<file path="src/rtl/stream_merge2_pkg.sv">
// Shared types for the two-source byte stream merger.
package stream_pkg;

   localparam int BYTE_W = 8;

   typedef enum logic [1:0] {
      IDLE,
      LOCK0,
      LOCK1
   } merge_state_t;

endpackage

</file>
<file path="src/rtl/stream_merge2_rr_arb2.sv">
// Two-way round-robin arbiter: a tie goes to the source that did not win last.
module rr_arb2 (
   input  logic [1:0] req,
   input  logic       last_grant,
   output logic [1:0] gnt
);

   always_comb begin
      gnt = '0;
      case (req)
         2'b01:   gnt = 2'b01;
         2'b10:   gnt = 2'b10;
         2'b11:   gnt = last_grant ? 2'b01 : 2'b10;
         default: gnt = '0;
      endcase
   end

endmodule

</file>
<file path="src/rtl/stream_merge2.sv">
// Merges two last-flagged byte streams into one, tagging each byte with its source.
// Packets are locked to one source until last or truncation at MAX_PKT_LEN bytes.
module stream_merge2
   import stream_pkg::*;
#(
   parameter int DATA_W      = BYTE_W,
   parameter int MAX_PKT_LEN = 32
) (
   input  logic              clk,
   input  logic              rst_n,
   input  logic [1:0]        in_valid,
   input  logic [DATA_W-1:0] in_data0,
   input  logic [DATA_W-1:0] in_data1,
   input  logic [1:0]        in_last,
   output logic [1:0]        in_ready,
   output logic              out_valid,
   output logic [DATA_W-1:0] out_data,
   output logic              out_sel,
   output logic              out_last,
   input  logic              out_ready,
   output logic              pkt_trunc
);

   localparam int CNT_W = $clog2(MAX_PKT_LEN + 1);
   localparam logic [CNT_W-1:0] TRUNC_AT = CNT_W'(MAX_PKT_LEN - 1);

   merge_state_t      state, state_nxt;
   logic              last_grant, last_grant_nxt;
   logic [CNT_W-1:0]  byte_cnt, byte_cnt_nxt;
   logic [1:0]        arb_gnt;
   logic [1:0]        grant;
   logic              can_take;
   logic              take;
   logic              sel;
   logic              take_last;
   logic              trunc;
   logic [DATA_W-1:0] take_data;

   rr_arb2 u_arb (
      .req        (in_valid),
      .last_grant (last_grant),
      .gnt        (arb_gnt)
   );

   // Grant depends only on state, last_grant and in_valid, never on out_ready.
   always_comb begin
      case (state)
         LOCK0:   grant = 2'b01;
         LOCK1:   grant = 2'b10;
         default: grant = arb_gnt;
      endcase
   end

   always_comb begin
      can_take  = !out_valid || out_ready;
      in_ready  = grant & {2{can_take && rst_n}};
      take      = |(in_valid & in_ready);
      sel       = grant[1];
      take_last = sel ? in_last[1] : in_last[0];
      take_data = sel ? in_data1 : in_data0;
      trunc     = take && !take_last && (byte_cnt == TRUNC_AT);

      state_nxt      = state;
      last_grant_nxt = last_grant;
      byte_cnt_nxt   = byte_cnt;
      if (take) begin
         if (state == IDLE) last_grant_nxt = sel;
         if (take_last || trunc) begin
            state_nxt    = IDLE;
            byte_cnt_nxt = '0;
         end else if (state == IDLE) begin
            state_nxt    = sel ? LOCK1 : LOCK0;
            byte_cnt_nxt = CNT_W'(1);
         end else begin
            byte_cnt_nxt = byte_cnt + CNT_W'(1);
         end
      end
   end

   always_ff @(posedge clk or negedge rst_n) begin
      if (!rst_n) begin
         state      <= IDLE;
         last_grant <= 1'b1;
         byte_cnt   <= '0;
      end else begin
         state      <= state_nxt;
         last_grant <= last_grant_nxt;
         byte_cnt   <= byte_cnt_nxt;
      end
   end

   always_ff @(posedge clk or negedge rst_n) begin
      if (!rst_n) begin
         out_valid <= 1'b0;
         out_data  <= '0;
         out_sel   <= 1'b0;
         out_last  <= 1'b0;
         pkt_trunc <= 1'b0;
      end else begin
         pkt_trunc <= trunc;
         if (can_take) out_valid <= take;
         if (take) begin
            out_data <= take_data;
            out_sel  <= sel;
            out_last <= take_last || trunc;
         end
      end
   end

endmodule

</file>
<file path="config.mk">
export PLATFORM = sky130hd
export DESIGN_NAME = stream_merge2
export DESIGN_NICKNAME = d
export VERILOG_FILES = /design/src/rtl/stream_merge2_pkg.sv /design/src/rtl/stream_merge2_rr_arb2.sv /design/src/rtl/stream_merge2.sv
export SDC_FILE = /design/constraint.sdc
export NUM_CORES = 1
export LEC_CHECK = 0
export CAP_MARGIN = 10
export CORE_MARGIN = 2
export CORE_UTILIZATION = 45
export CTS_CLUSTER_SIZE = 40
export DETAILED_ROUTE_END_ITERATION = 10
export GPL_TIMING_DRIVEN = 1
export PLACE_DENSITY = 0.8
export SLEW_MARGIN = 20
export SYNTH_ARGS = -nofsm -noshare
export SYNTH_HDL_FRONTEND = slang
export SYNTH_SLANG_ARGS = --single-unit
</file>
<file path="constraint.sdc">
create_clock -name clk -period 2.1 [get_ports clk]
set_input_delay 0.315 -clock clk [delete_from_list [all_inputs] [get_ports clk]]
set_output_delay 0.315 -clock clk [all_outputs]
set_load 0.005 [all_outputs]
</file>
Word level (Yosys, flattened, before mapping)
Cells that the tools add are included.
{"block": "op_classes", "mux": 10, "eq_ne": 6, "reduce_logical": 12, "n_bitwise": 2, "addsub": 1}
{"cell": "6-bit two-way mux", "count": 2}
{"cell": "2-bit two-way mux", "count": 4}
{"cell": "8-bit two-way mux", "count": 1}
{"cell": "6-bit by 1-bit adder with 6-bit output, second input constant", "count": 1}
{"cell": "2-bit == test, second input constant", "count": 3}
{"cell": "6-bit by 5-bit == test with 1-bit output, second input constant", "count": 1}
{"cell": "2-bit case mux with 3 select lines", "count": 1}
{"cell": "2-bit bitwise AND", "count": 2}
{"cell": "2-bit by 1-bit == test with 1-bit output, second input constant", "count": 2}
{"cell": "2-bit case mux with 2 select lines", "count": 1}
{"cell": "2-bit AND reduction", "count": 2}
{"cell": "1-bit logical AND", "count": 3}
{"cell": "1-bit zero test", "count": 2}
{"cell": "2-bit zero test", "count": 1}
{"cell": "1-bit logical OR", "count": 2}
{"cell": "2-bit nonzero test", "count": 1}
{"cell": "2-bit OR reduction", "count": 1}
{"cell": "1-bit two-way mux", "count": 1}
{"block": "totals", "out_inout_bits": 14, "wordCells": 39, "ff_bits": 21}

Logic depth before layout (Yosys ltp)
Gate-level depths: netlist (run 1).
{"block": "depth", "ltp_word": 11, "depth_mapped": 8}

Hierarchy
From an unflattened synthesis (run 1), not the netlist that was laid out.
{"block": "hier_totals", "cells_unflattened": 131, "hier_area_um2": 1217.4}
{"module": "stream_merge2", "cells_each": 128, "area_per_inst_um2": 1198.6, "n_inst": 1, "seq_area_each_um2": 526.8}
{"module": "rr_arb2", "cells_each": 3, "area_per_inst_um2": 18.8, "n_inst": 1, "seq_area_each_um2": 0.0}

Worst setup path before layout (run 1)
No wires, ideal clock.
{"block": "synth_path", "kind": "register to register", "from": "register state[0]", "to": "register byte_cnt[3]", "path_slack_ns": 0.125, "period_less_slack_ns": 1.975, "path_stages_with_launch": 8, "setup_time_ns": 0.067, "arrival_time_ns": 1.908, "n_path_buf": 0, "path_cell_list": "dfrtp_1 > inv_1 > ha_1 > inv_2 > mux2_4 > a2111oi_4 > a21o_1 > a22o_1"}
{"block": "synth_via", "elab_chain_cells": 9, "elab_cells_between_ends": 14, "classes_between": "eq/ne (2); mux (4); bitwise (2); reduce/logical (6)"}
{"element": "start, declared", "line_no": "stream_merge2.sv:27", "rtl": "merge_state_t state, state_nxt;"}
{"element": "start signal, assigned", "line_no": "stream_merge2.sv:86", "rtl": "state <= state_nxt;"}
{"element": "2-bit == test or 2-bit by 1-bit == test with 1-bit output (tied branches)", "line_no": "stream_merge2.sv:47", "rtl": "case (state)"}
{"element": "2-bit case mux with 2 select lines", "line_no": "stream_merge2.sv:47"}
{"element": "2-bit bitwise AND", "line_no": "stream_merge2.sv:56", "rtl": "in_ready = grant & {2{can_take && rst_n}};"}
{"element": "2-bit bitwise AND", "line_no": "stream_merge2.sv:57", "rtl": "take = |(in_valid & in_ready);"}
{"element": "2-bit OR reduction", "line_no": "stream_merge2.sv:57"}
{"element": "1-bit logical AND (2 in a row)", "line_no": "stream_merge2.sv:61", "rtl": "trunc = take && !take_last && (byte_cnt == TRUNC_AT);"}
{"element": "1-bit logical OR", "line_no": "stream_merge2.sv:68", "rtl": "if (take_last || trunc) begin"}
{"element": "6-bit two-way mux", "line_no": "stream_merge2.sv:68"}
{"element": "end signal, assigned", "line_no": "stream_merge2.sv:88", "rtl": "byte_cnt <= byte_cnt_nxt;"}
{"element": "end, declared", "line_no": "stream_merge2.sv:29", "rtl": "logic [CNT_W-1:0] byte_cnt, byte_cnt_nxt;"}
Parallel ways exist; a longest one is shown, timed or not.
A chain may end at the register's enable or synchronous reset.

Final worst setup path (run 1)
Same ends and word-level chain as after synthesis.

==> run_results.csv, run 1 <==
group,metric,value,unit
detailed_routing,wl_met2,1426,microns
layout,n_fill_cell,158,
yosys,synth_edf_count,0,
pwr,ir_drop,0.8022,mV
pwr,intPower,1.299,mW
clock_tree,clock_latency,300,ps
pwr,p_sw,757.7,uW
yosys,synth_ff_type,"dfrtp_1",
yosys,yosysMostFrequentCell,"nand2_1",
yosys,synth_top_family_by_area,"compound AO/OA/AOI/OAI gates",
setup_path,crit_arrival,2290,ps
yosys,yosys.area.top_type_share,45.15,%
pwr,combPwrFrac,57.7,%
layout,multi_input_area,569.3,sq um
pwr,p_leak,0.7462,nW
clock_tree,clk_pin_slew,110,ps
detailed_routing,wl_met3,202,microns
clock_tree,cts_buffer_depth,2,
grt,grt_use_total,22.76,%
layout,final_layout_size_suffix_gt1_share,20.11,%
yosys,synth_warnings,0,
placement,hpwl,2004,microns
clock_tree,h-tree-depth,1,
die,ioPinCount,37,
yosys,synthAdderAreaFrac,4.515,%
setup_path,crit_path_end_kind,"register",
setup_path,reg2reg_depth,9,
grt,grt_start_max_net_pins,22,
die,initial_core_util,48.71,%
die,rows,17,
timing,fmax,477.2,MHz
setup_path,crit_type,"reg -> reg",
detailed_routing,vias,1127,
detailed_routing,drtIter0Drc,18,
yosys,synth_fp_nets,151,
yosys,muxShareOfSynthArea,2.257,%
detailed_routing,wirelength,2899,microns
yosys,synthXorXnorAreaFrac,0,%
pwr,switching_share,36.83,%
setup_path,start_kind,"register",
clock_tree,cts_tree,"done",
grt,grt_pass1_wl,4740,microns
yosys,ys_ff_latch,21,
timing,fin_ws,4.333,ps
setup_path,required,2300,ps
clock_tree,clock-sinks,21,
grt,grt_pass1_vias,1109,
timing,fin_crit,2096,ps
pwr,powerDensity,1216,nW/um^2
detailed_routing,antenna_left,0,
detailed_routing,post-route-drc-count,0,
setup_path,crit_fanout,5,
die,coreArea,2276,sq um
timing,setup-tns-final,0,ps
timing,finalMaxSlewViolations,0,
detailed_routing,dr.pass1.iters,4,
detailed_routing,via_per_inst,5.444,
detailed_routing,drt-met1-wl,1239,microns
grt,antenna_found_initial,0,
yosys,synth_common_cells,"nand2_1, dfrtp_1, o21ai_0, a31oi_1, nor2_1",
yosys,synth_top_cell_by_area,"dfrtp_1",
timing,clock_skew,1.107,ps
timing,hold_viol,0,
layout,nets,207,
die,die_h,53.64,microns
yosys,async_reset_ff_share,100.0,%
clock_tree,cts_inserted_buffers,3,
yosys,synth_area,1109,sq um
min_path,hp-class,"in -> async",
die,die_w,53.64,microns
placement,numPortBuffers,36,
yosys,synth_cells,124,
pwr,seq_power_share,33.0,%
outcome,status,"completed",
timing,slew_headroom,72.71,%
detailed_routing,wl_per_cell,14.00,microns
yosys,synthTopCellsByArea,"dfrtp_1, nand2_1, o21ai_0",
timing,tightest_slew,409.4,ps
run,max_cap_violations,0,
layout,syn2layout_area_growth,52.60,%
yosys,synthSimpleGateAreaFrac,20.88,%
yosys,ys_types,29,
placement,dp_worst_setup_slack,-39.27,ps
detailed_routing,dr.max_layer_used,"met4",
yosys,synth_compound_area_share,21.44,%
die,dieArea,2877,sq um
yosys,synth_area_per_cell,8.940,sq um
layout,diodes,0,
timing,finalSetupViolCount,0,
timing,rsz0062_at_grt,"true",
pwr,p_clk_share,9.3,%
layout,seq_area,526.8,sq um
clock_tree,cts_root_buf,"clkbuf_4",
grt,overflow,0,
placement,place_congestion,0.8811,
layout,post-route-util,74.33,%
timing,post-route-period-util,99.79,%
yosys,seq_area_frac_synth,47.52,%
registers in the layout, summed over array words and instances (netlist names):
name / count
out_data: 8
byte_cnt: 6
state: 2
last_grant: 1
out_last: 1
out_sel: 1
out_valid: 1
pkt_trunc: 1
cells in the final DEF (no fill, tap or decap), types with 2 or more instances in the layout:
master,n
inv_2,2
a21o_1,2
nand2_1,29
inv_1,2
nand3_1,5
dfrtp_1,20
a22o_1,3
a31oi_1,9
buf_4,17
a21oi_1,4
or2_2,2
clkbuf_4,3
buf_6,2
o21ai_0,12
nor2_1,9
ha_1,3
clkdlybuf4s50_1,34
dlygate4sd2_1,2
power by group through the flow:
stage	Sequential, mW	Combinational [mW]	Clock, mW
2_1_floorplan	0.677	0.495	0
3_3_place_gp	0.678	0.908	0
3_5_place_dp	0.684	0.939	0
4_1_cts	0.678	1.08	0.201
5_1_grt	0.701	1.30	0.222
6_report	0.678	1.19	0.192
critical path: stages, from the launching register on:
cell       delay [ps]
dfrtp_1           380
inv_2              60
buf_4             130
ha_1              240
a21bo_2           220
a21oi_1           340
a2111oi_4         110
buf_6             150
a21o_1            170
a22o_1            190
path summary, 6_finish.rpt:
path                                       from                      end  slack (ps)
min                                       rst_n    out_valid$_DFFE_PN0N_         370
min in group clk           out_last$_DFFE_PN0P_     out_last$_DFFE_PN0P_         500
max                        state[0]$_DFFE_PN0P_  byte_cnt[3]$_DFFE_PN0P_           4
min reg2reg                out_last$_DFFE_PN0P_     out_last$_DFFE_PN0P_         500
max in group asynchronous                 rst_n   last_grant$_DFFE_PN1P_        1460
max reg2reg                state[0]$_DFFE_PN0P_  byte_cnt[3]$_DFFE_PN0P_           4
cell type report:
cell class	count	share of cell area [%]
flip-flops and latches	21	31.14
multi-input cells	93	33.65
clock buffers	4	1.553
well taps	28	2.071
inverters	5	1.257
repair buffers	56	30.33
kinds of logic (layout without fill, tap and decap cells):
kind of cell | Yosys count | count (layout)
flip-flops | 21 | 21
buffers and inverters | 10 | 65
AO/OA/AOI/OAI | 35 | 35
adder cells (fa/ha/maj) | 4 | 4
AND/OR/NAND/NOR | 52 | 52
multiplexers | 2 | 2
through the flow:
step,instance area (sq um),instances,hold slack [ps],power (mW)
after floorplan,1109,124,19.41,1.172
after global placement,1545,191,464.5,1.586
after detailed placement,1545,191,479.0,1.623
after CTS,1653,204,373.3,1.960
after global routing,1692,207,381.8,2.223
final,1692,207,369.8,2.057
layer usage:
layer,GRT usage (%),vias up
met4,8.120,0
met1,25.18,529
met5,0,-
met2,41.36,50
li1,-,544
met3,6.389,4
what timing repair did:
item,in CTS,in global routing
resized for setup,6,5
cloned,0,1
hold buffers,0,0
buffers inserted,9,3
setup endpoints to repair,3,15
pin swaps,0,4
No activity file was read; power rests on OpenSTA's default activity.
==> inputs of run 2 (changes only) <==
Settings changed: CAP_MARGIN 10 to not set, REMOVE_ABC_BUFFERS set to 1.
==> run_results.csv, run 2 (synthesized netlist as in run 1, its figures left out) <==
group,metric,value,unit
outcome,status,"completed",
clock_tree,cts_inserted_buffers,3,
setup_path,crit_type,"reg -> reg",
detailed_routing,wirelength,2970,microns
setup_path,required,2360,ps
run,max_cap_violations,0,
die,die_h,53.64,microns
timing,hold_viol,0,
layout,syn2layout_area_growth,48.76,%
timing,post-route-period-util,97.93,%
layout,final_layout_size_suffix_gt1_share,19.65,%
detailed_routing,via_per_inst,5.458,
timing,clock_skew,3.283,ps
clock_tree,cts_tree,"done",
layout,largest_register_ffs,8,
grt,grt_use_total,22.96,%
setup_path,path_cells,"inv_2, buf_4, ha_1, mux2_4, a2111oi_4, buf_4, a21o_1, a22o_1",
layout,diodes,0,
grt,grt_start_max_net_pins,22,
detailed_routing,antenna_left,0,
setup_path,crit_slowest_cell,"dfrtp_1",
setup_path,start_kind,"register",
timing,finalMaxSlewViolations,0,
timing,rsz0062_at_grt,"true",
die,die_w,53.64,microns
detailed_routing,drtIter0Drc,16,
grt,grt_pass1_wl,4809,microns
pwr,powerDensity,1219,nW/um^2
detailed_routing,post-route-drc-count,0,
layout,mostFrequentLayoutCell,"clkdlybuf4s50_1",
die,dieArea,2877,sq um
clock_tree,ctsHoldBuffers,0,
setup_path,crit_fanout,7,
clock_tree,cts_root_buf,"clkbuf_4",
setup_path,crit_arrival,2320,ps
setup_path,crit_top_cell,"buf_4",
placement,place_congestion,0.8787,
clock_tree,clk_pin_slew,120,ps
grt,overflow,0,
detailed_routing,wl_per_cell,14.78,microns
placement,dp_cells,193,
pwr,power,2.011,mW
layout,nets,201,
layout,final_cell_mix,"clkdlybuf4s50_1, nand2_1, dfrtp_1",
placement,hpwl,2039,microns
detailed_routing,vias,1097,
layout,n_fill_cell,162,
placement,numPortBuffers,36,
min_path,hp-class,"in -> async",
setup_path,crit_path_end_kind,"register",
clock_tree,cts_buffer_depth,2,
pwr,p_leak,0.7166,nW
grt,grt_pass1_vias,1117,
setup_path,slowest_delay,410,ps
layout,top_regs,"out_data (8), byte_cnt (6), state (2)",
clock_tree,clock-sinks,21,
die,initial_core_util,48.71,%
die,rows,17,
timing,setup-tns-final,0,ps
detailed_routing,dr.pass1.iters,4,
placement,dp_worst_setup_slack,-58.12,ps
die,ioPinCount,37,
grt,antenna_found_initial,0,
timing,fmax,486.2,MHz
die,coreArea,2276,sq um
timing,slew_headroom,70.36,%
timing,finalSetupViolCount,0,
timing,holdWs,377.2,ps
layout,final_cell_count_no_fill,201,
timing,fin_crit,2057,ps
pwr,ir_drop,0.8911,mV
layout,top_register,"out_data",
timing,tightest_slew,443.7,ps
timing,fin_ws,43.43,ps
clock_tree,h-tree-depth,1,
clock_tree,clock_latency,310,ps
run 2: area by class of cell:
type                            instances  area (sq um)  area share, %
Sequential cell                        21         526.8          31.94
Inverter                                5         21.27          1.290
Tap cell                               28         35.03          2.124
Clock buffer                            3         22.52          1.366
Timing Repair Buffer                   50         459.2          27.85
Clock inverter                          1         5.005         0.3035
Multi-Input combinational cell         93         579.3          35.13
run 2: path summary, 6_finish.rpt:
check / start / to / slack, ps / depth (start not counted)
max in group asynchronous: rst_n / last_grant$_DFFE_PN1P_ / 1460 / 2
setup / recovery: state[0]$_DFFE_PN0P_ / byte_cnt[3]$_DFFE_PN0P_ / 40 / 8
hold / removal: rst_n / out_sel$_DFFE_PN0P_ / 380 / 2
setup reg to reg: state[0]$_DFFE_PN0P_ / byte_cnt[3]$_DFFE_PN0P_ / 40 / 8
min in group clk: out_last$_DFFE_PN0P_ / out_last$_DFFE_PN0P_ / 500 / 2
hold reg to reg: out_last$_DFFE_PN0P_ / out_last$_DFFE_PN0P_ / 500 / 2
run 2: power breakdown:
part | internal [mW] | total [mW] | leakage [nW] | switching, mW
Sequential | 0.571 | 0.678 | 0.259 | 0.107
Combinational | 0.602 | 1.13 | 0.439 | 0.530
Clock | 0.0714 | 0.200 | 0.0177 | 0.129
Total | 1.24 | 2.01 | 0.717 | 0.766
run 2: stage by stage:
stage	util (%)	cell area (sq um)
3_5_place_dp	68.55	1560
4_1_cts	71.36	1624
3_3_place_gp	68.55	1560
5_1_grt	72.46	1649
2_1_floorplan	-	1090
6_report	72.46	1649
run 2: worst max-delay path, delay by kind of cell, from the launching register on:
kind | cells | cell delay, ps
buffers and inverters | 3 | 430
flip-flops | 1 | 410
AO/OA/AOI/OAI | 3 | 580
adder cells (fa/ha/maj) | 1 | 260
multiplexers | 1 | 330
run 2: metal layers:
metal	track usage, %	vias to the layer above	wire [microns]
met1	25.62	512	1201
met3	4.722	4	260
met4	8.120	0	27
met5	0	-	0
met2	42.80	50	1481
li1	-	531	-
run 2: what timing repair did:
action / 4_1_cts / 5_1_grt
endpoints found under the setup margin: 9 / 10
setup buffers: 3 / 1
gates resized for setup: 6 / 12
pin swaps: 0 / 2
